$ cat config.mk
export PLATFORM = sky130hd
export DESIGN_NAME = vector_decode
export DESIGN_NICKNAME = d
export VERILOG_FILES = /design/src/rtl/vector_decode_pkg.sv /design/src/rtl/vector_decode_comb.sv /design/src/rtl/vector_decode.sv
export SDC_FILE = /design/constraint.sdc
export NUM_CORES = 1
export LEC_CHECK = 0
export ABC_AREA = 1
export CAP_MARGIN = 20
export CORE_MARGIN = 1
export CORE_UTILIZATION = 44
export CTS_BUF_LIST = sky130_fd_sc_hd__clkbuf_2 sky130_fd_sc_hd__clkbuf_4 sky130_fd_sc_hd__clkbuf_8
export DETAILED_ROUTE_END_ITERATION = 7
export PLACE_DENSITY = 0.68
export SETUP_SLACK_MARGIN = 0.2
export SLEW_MARGIN = 40
export SYNTH_ARGS = -nofsm -noshare
export SYNTH_HDL_FRONTEND = slang
export SYNTH_SLANG_ARGS = --single-unit
$ cat constraint.sdc
create_clock -name CLK -period 3.3 [get_ports CLK]
set_input_delay 0.33 -clock CLK [delete_from_list [all_inputs] [get_ports CLK]]
set_output_delay 0.33 -clock CLK [all_outputs]
set_load 0.01 [all_outputs]
$ cat src/rtl/vector_decode_pkg.sv
// Shared vector package: instruction widths, opcodes, raw word layouts and
// the decoded bundle consumed by the issue/scoreboard stage.
package vector_decode_pkg;

    localparam int OPCODE_W = 7;
    localparam int VIDX_W   = 8;
    localparam int RIDX_W   = 8;
    localparam int IMM_W    = 8;
    localparam int DTYPE_W  = 2;
    localparam int INSTR_W  = 32;

    localparam logic [OPCODE_W-1:0] OPC_VADD   = 7'h10;
    localparam logic [OPCODE_W-1:0] OPC_VSUB   = 7'h11;
    localparam logic [OPCODE_W-1:0] OPC_VMUL   = 7'h12;
    localparam logic [OPCODE_W-1:0] OPC_VDIV   = 7'h13;
    localparam logic [OPCODE_W-1:0] OPC_VADDI  = 7'h20;
    localparam logic [OPCODE_W-1:0] OPC_VSUBI  = 7'h21;
    localparam logic [OPCODE_W-1:0] OPC_VMULI  = 7'h22;
    localparam logic [OPCODE_W-1:0] OPC_VLOAD  = 7'h40;
    localparam logic [OPCODE_W-1:0] OPC_VSTORE = 7'h41;

    localparam logic [2:0] MTYPE_MARK = 3'b111;

    typedef enum logic [1:0] {
        FMT_R   = 2'd0,
        FMT_I   = 2'd1,
        FMT_M   = 2'd2,
        FMT_ILL = 2'd3
    } fmt_t;

    typedef enum logic [3:0] {
        UOP_VADD   = 4'd0,
        UOP_VSUB   = 4'd1,
        UOP_VMUL   = 4'd2,
        UOP_VDIV   = 4'd3,
        UOP_VADDI  = 4'd4,
        UOP_VSUBI  = 4'd5,
        UOP_VMULI  = 4'd6,
        UOP_VLOAD  = 4'd7,
        UOP_VSTORE = 4'd8,
        UOP_ILL    = 4'd15
    } uop_t;

    typedef struct packed {
        logic                mask;
        logic [VIDX_W-1:0]   vd;
        logic [VIDX_W-1:0]   vs1;
        logic [VIDX_W-1:0]   vs2;
        logic [OPCODE_W-1:0] opcode;
    } r_instr_t;

    typedef struct packed {
        logic                mask;
        logic [VIDX_W-1:0]   vd;
        logic [VIDX_W-1:0]   vs1;
        logic [IMM_W-1:0]    imm;
        logic [OPCODE_W-1:0] opcode;
    } i_instr_t;

    typedef struct packed {
        logic                swizzle;
        logic                transpose;
        logic [DTYPE_W-1:0]  dtype;
        logic [VIDX_W-1:0]   vd;
        logic                mask;
        logic [RIDX_W-1:0]   rs1;
        logic                sp;
        logic [OPCODE_W-1:0] opcode;
        logic [2:0]          mtype;
    } m_instr_t;

    typedef struct packed {
        fmt_t               fmt;
        uop_t               uop;
        logic [VIDX_W-1:0]  vd;
        logic [VIDX_W-1:0]  vs1;
        logic [VIDX_W-1:0]  vs2;
        logic [RIDX_W-1:0]  rs1;
        logic [IMM_W-1:0]   imm;
        logic               mask;
        logic [DTYPE_W-1:0] dtype;
        logic               transpose;
        logic               swizzle;
        logic               sp;
    } decoded_t;

    function automatic uop_t uop_of(input logic [OPCODE_W-1:0] opc);
        case (opc)
            OPC_VADD:   return UOP_VADD;
            OPC_VSUB:   return UOP_VSUB;
            OPC_VMUL:   return UOP_VMUL;
            OPC_VDIV:   return UOP_VDIV;
            OPC_VADDI:  return UOP_VADDI;
            OPC_VSUBI:  return UOP_VSUBI;
            OPC_VMULI:  return UOP_VMULI;
            OPC_VLOAD:  return UOP_VLOAD;
            OPC_VSTORE: return UOP_VSTORE;
            default:    return UOP_ILL;
        endcase
    endfunction

endpackage

$ cat src/rtl/vector_decode_comb.sv
// Combinational instruction word -> decoded_t classifier and field extractor.
module vector_decode_comb
    import vector_decode_pkg::*;
(
    input  logic [INSTR_W-1:0] instr,
    output decoded_t           dec
);

    r_instr_t ri;
    i_instr_t ii;
    m_instr_t mi;

    assign ri = r_instr_t'(instr);
    assign ii = i_instr_t'(instr);
    assign mi = m_instr_t'(instr);

    // M-type wins over the other formats; fields not carried by a format stay zero
    always_comb begin
        dec = '0;
        if (mi.mtype == MTYPE_MARK && (mi.opcode == OPC_VLOAD || mi.opcode == OPC_VSTORE)) begin
            dec.fmt       = FMT_M;
            dec.uop       = uop_of(mi.opcode);
            dec.swizzle   = mi.swizzle;
            dec.transpose = mi.transpose;
            dec.dtype     = mi.dtype;
            dec.vd        = mi.vd;
            dec.mask      = mi.mask;
            dec.rs1       = mi.rs1;
            dec.sp        = mi.sp;
        end else if (ri.opcode inside {OPC_VADD, OPC_VSUB, OPC_VMUL, OPC_VDIV}) begin
            dec.fmt  = FMT_R;
            dec.uop  = uop_of(ri.opcode);
            dec.mask = ri.mask;
            dec.vd   = ri.vd;
            dec.vs1  = ri.vs1;
            dec.vs2  = ri.vs2;
        end else if (ii.opcode inside {OPC_VADDI, OPC_VSUBI, OPC_VMULI}) begin
            dec.fmt  = FMT_I;
            dec.uop  = uop_of(ii.opcode);
            dec.mask = ii.mask;
            dec.vd   = ii.vd;
            dec.vs1  = ii.vs1;
            dec.imm  = ii.imm;
        end else begin
            dec.fmt = FMT_ILL;
            dec.uop = UOP_ILL;
        end
    end

endmodule

$ cat src/rtl/vector_decode.sv
// Registered decode stage: output register plus one skid entry between two
// valid/ready handshakes, with a saturating count of accepted illegal words.
module vector_decode
    import vector_decode_pkg::*;
(
    input  logic               CLK,
    input  logic               nRST,
    input  logic               flush,
    input  logic               in_valid,
    output logic               in_ready,
    input  logic [INSTR_W-1:0] in_instr,
    output logic               out_valid,
    input  logic               out_ready,
    output decoded_t           out_dec,
    output logic [15:0]        illegal_cnt
);

    decoded_t dec_p0;
    decoded_t skid_dec;
    logic     skid_vld;
    logic     accept;
    logic     drain;

    function automatic logic [15:0] sat_inc(input logic [15:0] v);
        return (v == 16'hFFFF) ? v : v + 16'd1;
    endfunction

    vector_decode_comb u_comb (
        .instr (in_instr),
        .dec   (dec_p0)
    );

    // in_ready comes straight from a flop so out_ready never reaches it
    assign in_ready = ~skid_vld;
    assign accept   = in_valid & in_ready;
    assign drain    = out_valid & out_ready;

    // ---- stage boundary: decoded word -> output register / skid entry ----
    always_ff @(posedge CLK or negedge nRST) begin
        if (!nRST) begin
            out_valid   <= 1'b0;
            out_dec     <= '0;
            skid_vld    <= 1'b0;
            skid_dec    <= '0;
            illegal_cnt <= '0;
        end else begin
            if (flush) begin
                out_valid <= 1'b0;
                skid_vld  <= 1'b0;
            end else if (drain || !out_valid) begin
                if (skid_vld) begin
                    out_dec   <= skid_dec;
                    out_valid <= 1'b1;
                    skid_vld  <= 1'b0;
                end else begin
                    out_valid <= accept;
                    if (accept) out_dec <= dec_p0;
                end
            end else if (accept) begin
                skid_dec <= dec_p0;
                skid_vld <= 1'b1;
            end
            if (accept && !flush && dec_p0.fmt == FMT_ILL)
                illegal_cnt <= sat_inc(illegal_cnt);
        end
    end

endmodule

# --- Word-level counts from Yosys, hierarchy flattened ---
# Cells that the tools add are included.
word_totals:
  inputBits: 37
  register_bits: 122
classes:
  n_addsub: 1
  reduce_logical: 15
  bitwise_logic: 6
  mux: 23
  n_eq_ne: 21
ops:
  columns: ["operator", "count"]
  rows:
  - ["two-way mux 52 bit", 2]
  - ["one-hot mux 4 bit (9 select lines)", 2]
  - ["== test 7 x 5 -> 1 bit, second input constant", 8]
  - ["== test 7 x 6 -> 1 bit, second input constant", 6]
  - ["two-way mux 16 bit", 2]
  - ["two-way mux 8 bit", 4]
  - ["== test 7 bit, second input constant", 4]
  - ["two-way mux 22 bit", 1]
  - ["adder 16 x 1 -> 16 bit, second input constant", 1]
  - ["== test 16 bit, second input constant", 1]
  - ["two-way mux 14 bit", 1]
  - ["two-way mux 9 bit", 1]
  - ["two-way mux 1 bit", 8]
  - ["two-way mux 6 bit", 1]
  - ["AND reduction 3 bit", 2]
  - ["nonzero test 3 bit", 2]
  - ["two-way mux 5 bit", 1]
  - ["inverter 1 bit", 4]
  - ["nonzero test 2 bit", 2]
  - ["nonzero test 4 bit", 1]
  - ["== test 3 bit, second input constant", 1]
  - ["logical AND 1 bit", 3]
  - ["AND 1 bit", 2]
  - ["== test 2 bit, second input constant", 1]
  - ["3 further kinds", 5]

# --- Logic depth before layout (Yosys ltp) ---
# Gate-level depths: netlist of run 1.
depth:
  depth_word: 8
  depth_mapped: 11
  depth_no_buf: 11

# --- Hierarchy ---
# From an unflattened synthesis of run 1, not the netlist that was laid out.
hier_totals:
  hier_cells: 802
  area_unflattened_um2: 6328.6
by_module_without_submodules:
  columns: ["mod", "seq_area_each_um2", "cells_each", "instances", "area_each_um2"]
  rows:
  - ["vector_decode", 3052.9, 668, 1, 5590.4]
  - ["vector_decode_comb", 0.0, 134, 1, 738.2]

# --- Least setup slack after synthesis of run 1 ---
# OpenSTA, ideal clock, no wires.
synth_path:
  kind: "register to register"
  startpoint: "register illegal_cnt[0]"
  endpoint: "register illegal_cnt[2]"
  t_arrival_ns: 1.487
  synth_period_minus_slack_ns: 1.563
  path_stages_with_launch: 11
  path_slack_ns: 1.737
  cell_sequence: "dfrtp_1 > ha_1 > nand3_2 > nor2_4 > nand2_1 > nor2_1 > nand2_1 > nand2_1 > buf_4 > nand2_1 > o21ai_1"
synth_between:
  elab_chain_len: 3
synth_lines:
  columns: ["item", "line", "text"]
  rows:
  - ["start: declaration", "vector_decode.sv:15", "output logic [15:0] illegal_cnt"]
  - ["start signal: assignment", "vector_decode.sv:64", "illegal_cnt <= sat_inc(illegal_cnt);"]
  - ["branches (longest 3 deep; another with adder 16 x 1 -> 16 bit)", null, null]
# Several ways; the timed one is not identified.
# A chain may end at the register's enable or synchronous reset.

# --- Worst setup path in the final report of run 1 ---
layout_path:
  startpoint: "input in_instr[7]"
  endpoint: "register illegal_cnt[5]"
layout_between:
  elab_chain_len: 7
layout_lines:
  columns: ["item", "line", "text"]
  rows:
  - ["start: declaration", "vector_decode.sv:11", "input logic [INSTR_W-1:0] in_instr,"]
  - ["== test 7 bit", "vector_decode_comb.sv:20", "if (mi.mtype == MTYPE_MARK && (mi.opcode == OPC_VLOAD || mi.opcode == OPC_VSTORE)) begin"]
  - ["logical OR 1 bit (*)", "vector_decode_comb.sv:20", null]
  - ["logical AND 1 bit (*)", "vector_decode_comb.sv:20", null]
  - ["two-way mux 14 bit (*)", "vector_decode_comb.sv:20", null]
  - ["== test 2 bit (*)", "vector_decode.sv:63", "if (accept && !flush && dec_p0.fmt == FMT_ILL)"]
  - ["logical AND 1 bit (*)", "vector_decode.sv:63", null]
  - ["AND reduction 2 bit (no source line) (*)", null, null]
# Every way passes the cells marked *; elsewhere a longest branch is shown, timed or not.

==> reports/metrics.cfg, run 1 <==
[clock_tree]
h-tree-depth = 4
clkTransAtPathRegs_ps = 80
clockBufferDepth = 2
cts_tree = yes
cts_resized = 0
root_buffer = clkbuf_8
numClockSinks = 122
cts_made_buffers = 17
clk_latency_ps = 440

[global_routing]
grt_pass1_wl_um = 26500
grt_use_met2_pct = 39.4
grt_usage_pct = 24.0
met1_usage_pct = 31.9
antenna_found_initial = 0
use_met3_pct = 4.13
grt_pass1_vias = 5313
gr-total-overflow = 0
grt-busiest-layer = met2
grt_max_degree = 60

[pwr]
switchingPower_uw = 1080
p_sw_share_pct = 28.0
p_clk_share_pct = 37.1
p_int_uw = 2780
p_total_uw = 3850
ir_drop_mv = 0.268
p_per_area_mw_per_mm2 = 519
comb_power_share_pct = 17.2
pwr-share-seq_pct = 45.8
p_leak_uw = 0.00341

[finish]
areaGrowthSynthToFinish_pct = 26.9
antenna_cells = 0
drive_above_1_share_pct = 8.42
layoutNonFillerInstCount = 980
fin_nets = 833

[sta]
setup_viol = 0
fin_crit_sh_pct = 77.6
finalHoldViolCount = 0
rsz0062_at_grt = no
drv_slew = 0
min_period_ps = 2560
fin_ws_ps = 739
skew_ps = 11.8
relSlewSlack_pct = 57.7
setup_tns_ps = 0
clock.fmax_mhz = 390
whs_ps = 451
worst_slew_pin_slew_ps = 633

[placement]
pre_cts_ws_ps = 313
numPortBuffers = 106
gp_congestion = 0.864
dp_hpwl_um = 10400
dp_cells = 947

[worst_setup_path]
worst_path_most_repeated_cell = nand2_1
cp-endpoint = illegal_cnt[5]
crit_cells = 10
reg2reg_depth = 9
cp-startpoint = in_instr[7]
path_max_fanout = 20
cp_num_buf_inv = 1
path_cells = clkdlybuf4s50_1, nor2_1, nand2_1, nor2_4, nand2_2, nand2_1, nor2_2, nand2_1, nand2_1, o21ai_1
cp_top_family = simple AND/OR/NAND/NOR gates
reg2reg_slack_ps = 940
cp.arrival_ps = 2860
startpoint_type = primary input
criticalPathCategory = primary input to flip-flop
critical-path-max-stage-delay_ps = 560
critPathRequiredTime_ps = 3600
cp_slowest_cell = clkdlybuf4s50_1
end_kind = flip-flop
regToRegStartpoint = illegal_cnt[0]
r2r-end = illegal_cnt[5]

[drt]
drcViolationCount = 0
wirelength_um = 15900
drtIter0Drc = 336
ant_nets = 0
post_drt_wl_per_cell_um = 16.2
routed_via_density = 5.49
drt_pre_antenna_iters = 5
vias = 5376

[synthesis]
yosys_warnings = 0
yosys_register_bits = 122
synth.distinct_cells = 33
async_flop_share_pct = 100
synthesis.area_mm2 = 0.00585
synth-main-ff-cell = dfrtp_1
yosysSeqAreaShare_pct = 52.2
synth_edf_count = 0
avgSynthCellArea_um2 = 8.34
netlist_instances = 701
synthesis.nets = 739

[hold_path]
hp-class = primary input to async pin

[floorplanning]
dieHeight_um = 117
fp-row-count = 41
die_area_mm2 = 0.0138
die_w_um = 117
pin_count = 107
initial_core_util_pct = 45.8
coreArea_mm2 = 0.0128

[run_status]
run_status = completed

[run]
drv_cap = 0

==> metrics by stage <==
stage	util (%)	cell area, µm²
2_1_floorplan	-	5850
3_3_place_gp	54.7	6990
3_5_place_dp	54.7	6990
4_1_cts	58.1	7420
5_1_grt	58.1	7420
6_report	58.1	7420
==> final cells by class <==
class	instances	area (µm²)
multi-input combinational	505	2450
tap	172	215
timing repair buffer	116	1150
clock buffer	19	255
inverter	33	131
fill	1143	5350
sequential	122	3050
clock inverter	13	166
==> sequential cells by signal (all words and copies together), names as in the netlist <==
register	flops
skid_vld	1
illegal_cnt	16
out_valid	1
skid_dec	52
out_dec	52
==> worst min-delay path by stage <==
| stage | cells past startpoint | endpoint |
|---|---|---|
| 2_1_floorplan | 0 | illegal_cnt[0] |
| 3_3_place_gp | 1 | out_dec[11] |
| 3_5_place_dp | 1 | out_dec[27] |
| 4_1_cts | 2 | out_dec[25] |
| 5_1_grt | 2 | skid_dec[10] |
| 6_report | 2 | out_dec[24] |
==> repair_timing <==
| item | in CTS | in global routing |
|---|---|---|
| hold endpoints to repair | 47 | 0 |
| hold buffers | 1 | 0 |
| buffers inserted | 0 | 0 |
==> metal layers <==
metal | routed length (µm) | vias to the layer above
li1 | - | 2513
met1 | 7280 | 2686
met2 | 7680 | 160
met3 | 747 | 17
met4 | 183 | 0
met5 | 0 | -
==> layout by cell type, fill, tap and decap left out, drive strengths merged <==
cell / count
ha: 1
a31oi: 9
nand3b: 1
nor2: 59
a21oi: 39
nand2: 211
a21boi: 5
nand3: 68
xnor2: 8
o31ai: 11
buf: 10
nor3: 5
clkinv: 6
xor2: 3
clkdlybuf4s50: 105
bufinv: 3
inv: 34
clkinvlp: 3
o21ai: 55
dfrtp: 122
clkbuf: 19
or2: 6
nand4: 5
a2bb2oi: 19
dlygate4sd3: 1
==> synth_stat cells, types with 4 or more instances <==
cell type,count,area share (%)
or2_2,5,0.53
buf_2,16,1.4
nand3_1,66,5.6
xnor2_1,8,1.2
nand2_1,208,13
nor2_2,4,0.43
inv_1,28,1.8
inv_2,4,0.26
o31ai_1,11,1.4
clkbuf_1,19,1.2
a31oi_1,9,0.96
a21boi_1,4,0.51
dfrtp_1,122,52
nor2_1,50,3.2
a2bb2oi_1,19,2.8
o21ai_0,42,3.6
a21oi_1,39,3.3
nor2_4,5,0.96
nand4_1,5,0.53
o21ai_1,13,1.1
==> kinds of logic after synthesis <==
group                      Yosys count  share of synthesized area (%)
and+or+nand+nor                    355                           26.2
AOI/OAI and AO/OA                  138                           13.9
adders and majority gates            1                          0.214
buffers and inverters               74                           5.88
DFF                                122                           52.2
xor gates and xnor gates            11                           1.65
==> power by group through the flow <==
| stage | clock [µW] | combinational [µW] | sequential, µW |
|---|---|---|---|
| final | 1430 | 661 | 1770 |
| after global routing | 1510 | 725 | 1780 |
| after CTS | 1450 | 667 | 1760 |
| after detailed placement | 0 | 662 | 1790 |
| after global placement | 0 | 649 | 1780 |
| after floorplan | 0 | 262 | 1810 |
No activity file was read; power rests on OpenSTA's default activity.
==> run 2, diff against run 1 <==
clock period = 2.64 ns   (was 3.3 ns; I/O delays follow)
==> reports/metrics.cfg, run 2 (synthesized netlist as in run 1, its figures left out) <==
[clock_tree]
root_buffer = clkbuf_8
clkTransAtPathRegs_ps = 60  ; -20 ps
h-tree-depth = 4  ; unchanged
cts_made_buffers = 17  ; unchanged
clockBufferDepth = 2  ; unchanged
cts_tree = yes
clk_latency_ps = 440  ; about the same
numClockSinks = 122  ; unchanged
post-cts-setup-buffers = 0  ; unchanged

[drt]
drtIter0Drc = 436  ; +30%
drt_pre_antenna_iters = 5  ; unchanged
drcViolationCount = 0  ; unchanged
post_drt_wl_per_cell_um = 15.9  ; -2.1%
vias = 5260  ; -2.2%
ant_nets = 0  ; unchanged
routed_via_density = 5.34  ; -2.7%
wirelength_um = 15600  ; -1.6%

[global_routing]
grt_max_degree = 63  ; +5.0%
grt_pass1_wl_um = 25900  ; -2.5%
gr-total-overflow = 0  ; unchanged
antenna_found_initial = 0  ; unchanged
grt_usage_pct = 23.7  ; -0.31 points
grt_pass1_vias = 5057  ; -4.8%

[finish]
fin_nets = 840  ; +0.84%
layout_commonest_cell = nand2_1
reg_top3 = out_dec: 52 flops, skid_dec: 52 flops, illegal_cnt: 16 flops
fillers = 1116  ; -2.4%
drive_above_1_share_pct = 8.98  ; +0.56 points
layoutNonFillerInstCount = 985  ; +0.51%
utilization_pct = 58.2  ; +0.11 points
final_cell_mix = 208 x nand2_1, 122 x dfrtp_1, 105 x clkdlybuf4s50_1, 66 x nand3_1, 50 x nor2_1
antenna_cells = 0  ; unchanged
areaGrowthSynthToFinish_pct = 27.1

[floorplanning]
die_w_um = 117  ; unchanged
initial_core_util_pct = 45.8  ; unchanged
dieHeight_um = 117  ; unchanged
die_area_mm2 = 0.0138  ; unchanged
fp-row-count = 41  ; unchanged
coreArea_mm2 = 0.0128  ; unchanged
pin_count = 107  ; unchanged

[sta]
finalHoldViolCount = 0  ; unchanged
worst_slew_pin_slew_ps = 566  ; -67.1 ps
clock.fmax_mhz = 464
rsz0062_at_grt = no
min_period_ps = 2160
setup_tns_ps = 0  ; unchanged
setup_viol = 0  ; unchanged
skew_ps = 8.17  ; -3.60 ps
fin_ws_ps = 485  ; -254 ps
relSlewSlack_pct = 62.3  ; +4.6 points
fin_crit_sh_pct = 81.6
whs_ps = 347  ; -104 ps
drv_slew = 0  ; unchanged

[run]
drv_cap = 0  ; unchanged

[run_status]
run_status = completed

[placement]
dp_cells = 954  ; +0.74%
gp_congestion = 0.837  ; -3.1%
pre_cts_ws_ps = 352  ; +39.5 ps
dp_hpwl_um = 10300  ; -0.42%
numPortBuffers = 106  ; unchanged

[worst_setup_path]
criticalPathCategory = flip-flop to output pin
end_kind = output pin
critPathRequiredTime_ps = 2380  ; -1220 ps
path_max_fanout = 47  ; +140%
startpoint_type = flip-flop
cp.arrival_ps = 1890  ; -970 ps

[pwr]
p_per_area_mw_per_mm2 = 618  ; +19%
ir_drop_mv = 0.340  ; +27%
p_leak_uw = 0.00343  ; +0.60%

[hold_path]
hp-class = primary input to async pin

-- run 2: cell types whose count changed in the layout (fill, tap and decap cells not counted) --
cell,before,now
buf_12,1,2
clkinvlp_4,3,2
inv_6,3,0
buf_6,0,1
clkinv_2,2,5
clkinv_4,3,1
buf_4,9,14
bufinv_16,3,1
clkbuf_8,18,21
-- run 2: layout make-up --
| cell class | count | area (µm²) | share of cell area [%] |
|---|---|---|---|
| sequential | 122 | 3050 | 41.1 |
| multi-input combinational | 505 | 2450 | 33.0 |
| timing repair buffer | 123 | 1220 | 16.4 |
| clock buffer | 22 | 297 | 3.99 |
| tap | 172 | 215 | 2.89 |
| inverter | 33 | 131 | 1.77 |
| clock inverter | 8 | 70.1 | 0.942 |
-- run 2: worst max-delay path, cell delays in order (launching register included) --
cell             delay [ps]
dfrtp_1                 390
buf_6                   350
clkinv_1                190
clkdlybuf4s50_1         530
-- run 2: through the flow --
step / power (µW) / cell area [µm²]
after floorplan: 2590 / 5850
after global placement: 3050 / 7050
after detailed placement: 3060 / 7060
after CTS: 4630 / 7430
after global routing: 4810 / 7440
final: 4590 / 7440
-- run 2: repair_timing --
item | in CTS | in global routing
hold buffers | 1 | 0
setup endpoints to repair | 0 | 1
resized for setup | 0 | 1
endpoints found under the hold margin | 35 | 0
-- run 2: per-layer routing --
metal / vias to the layer above / routed length [µm] / GRT usage, %
li1: 2522 / - / -
met1: 2553 / 7190 / 31.4
met2: 169 / 7440 / 38.1
met3: 16 / 784 / 5.20
met4: 0 / 215 / 8.77
met5: - / 0 / 0
-- run 2: path summary, 6_finish.rpt --
check / slack [ps] / cells after the start / from / to
min in group CLK: 450 / 3 / in_instr[16] / skid_dec[19]
hold reg to reg: 480 / 2 / skid_dec[11] / skid_dec[11]
setup / recovery: 480 / 3 / skid_vld / in_ready
max in group asynchronous: 1580 / 3 / nRST / skid_dec[6]
setup reg to reg: 830 / 7 / skid_vld / illegal_cnt[5]
hold / removal: 350 / 2 / nRST / skid_dec[11]
-- run 2: report_power, final --
part	internal, µW	leakage (µW)	switching (µW)
logic	436	0.00164	390
clock network	834	0.000190	723
registers	2060	0.00160	145
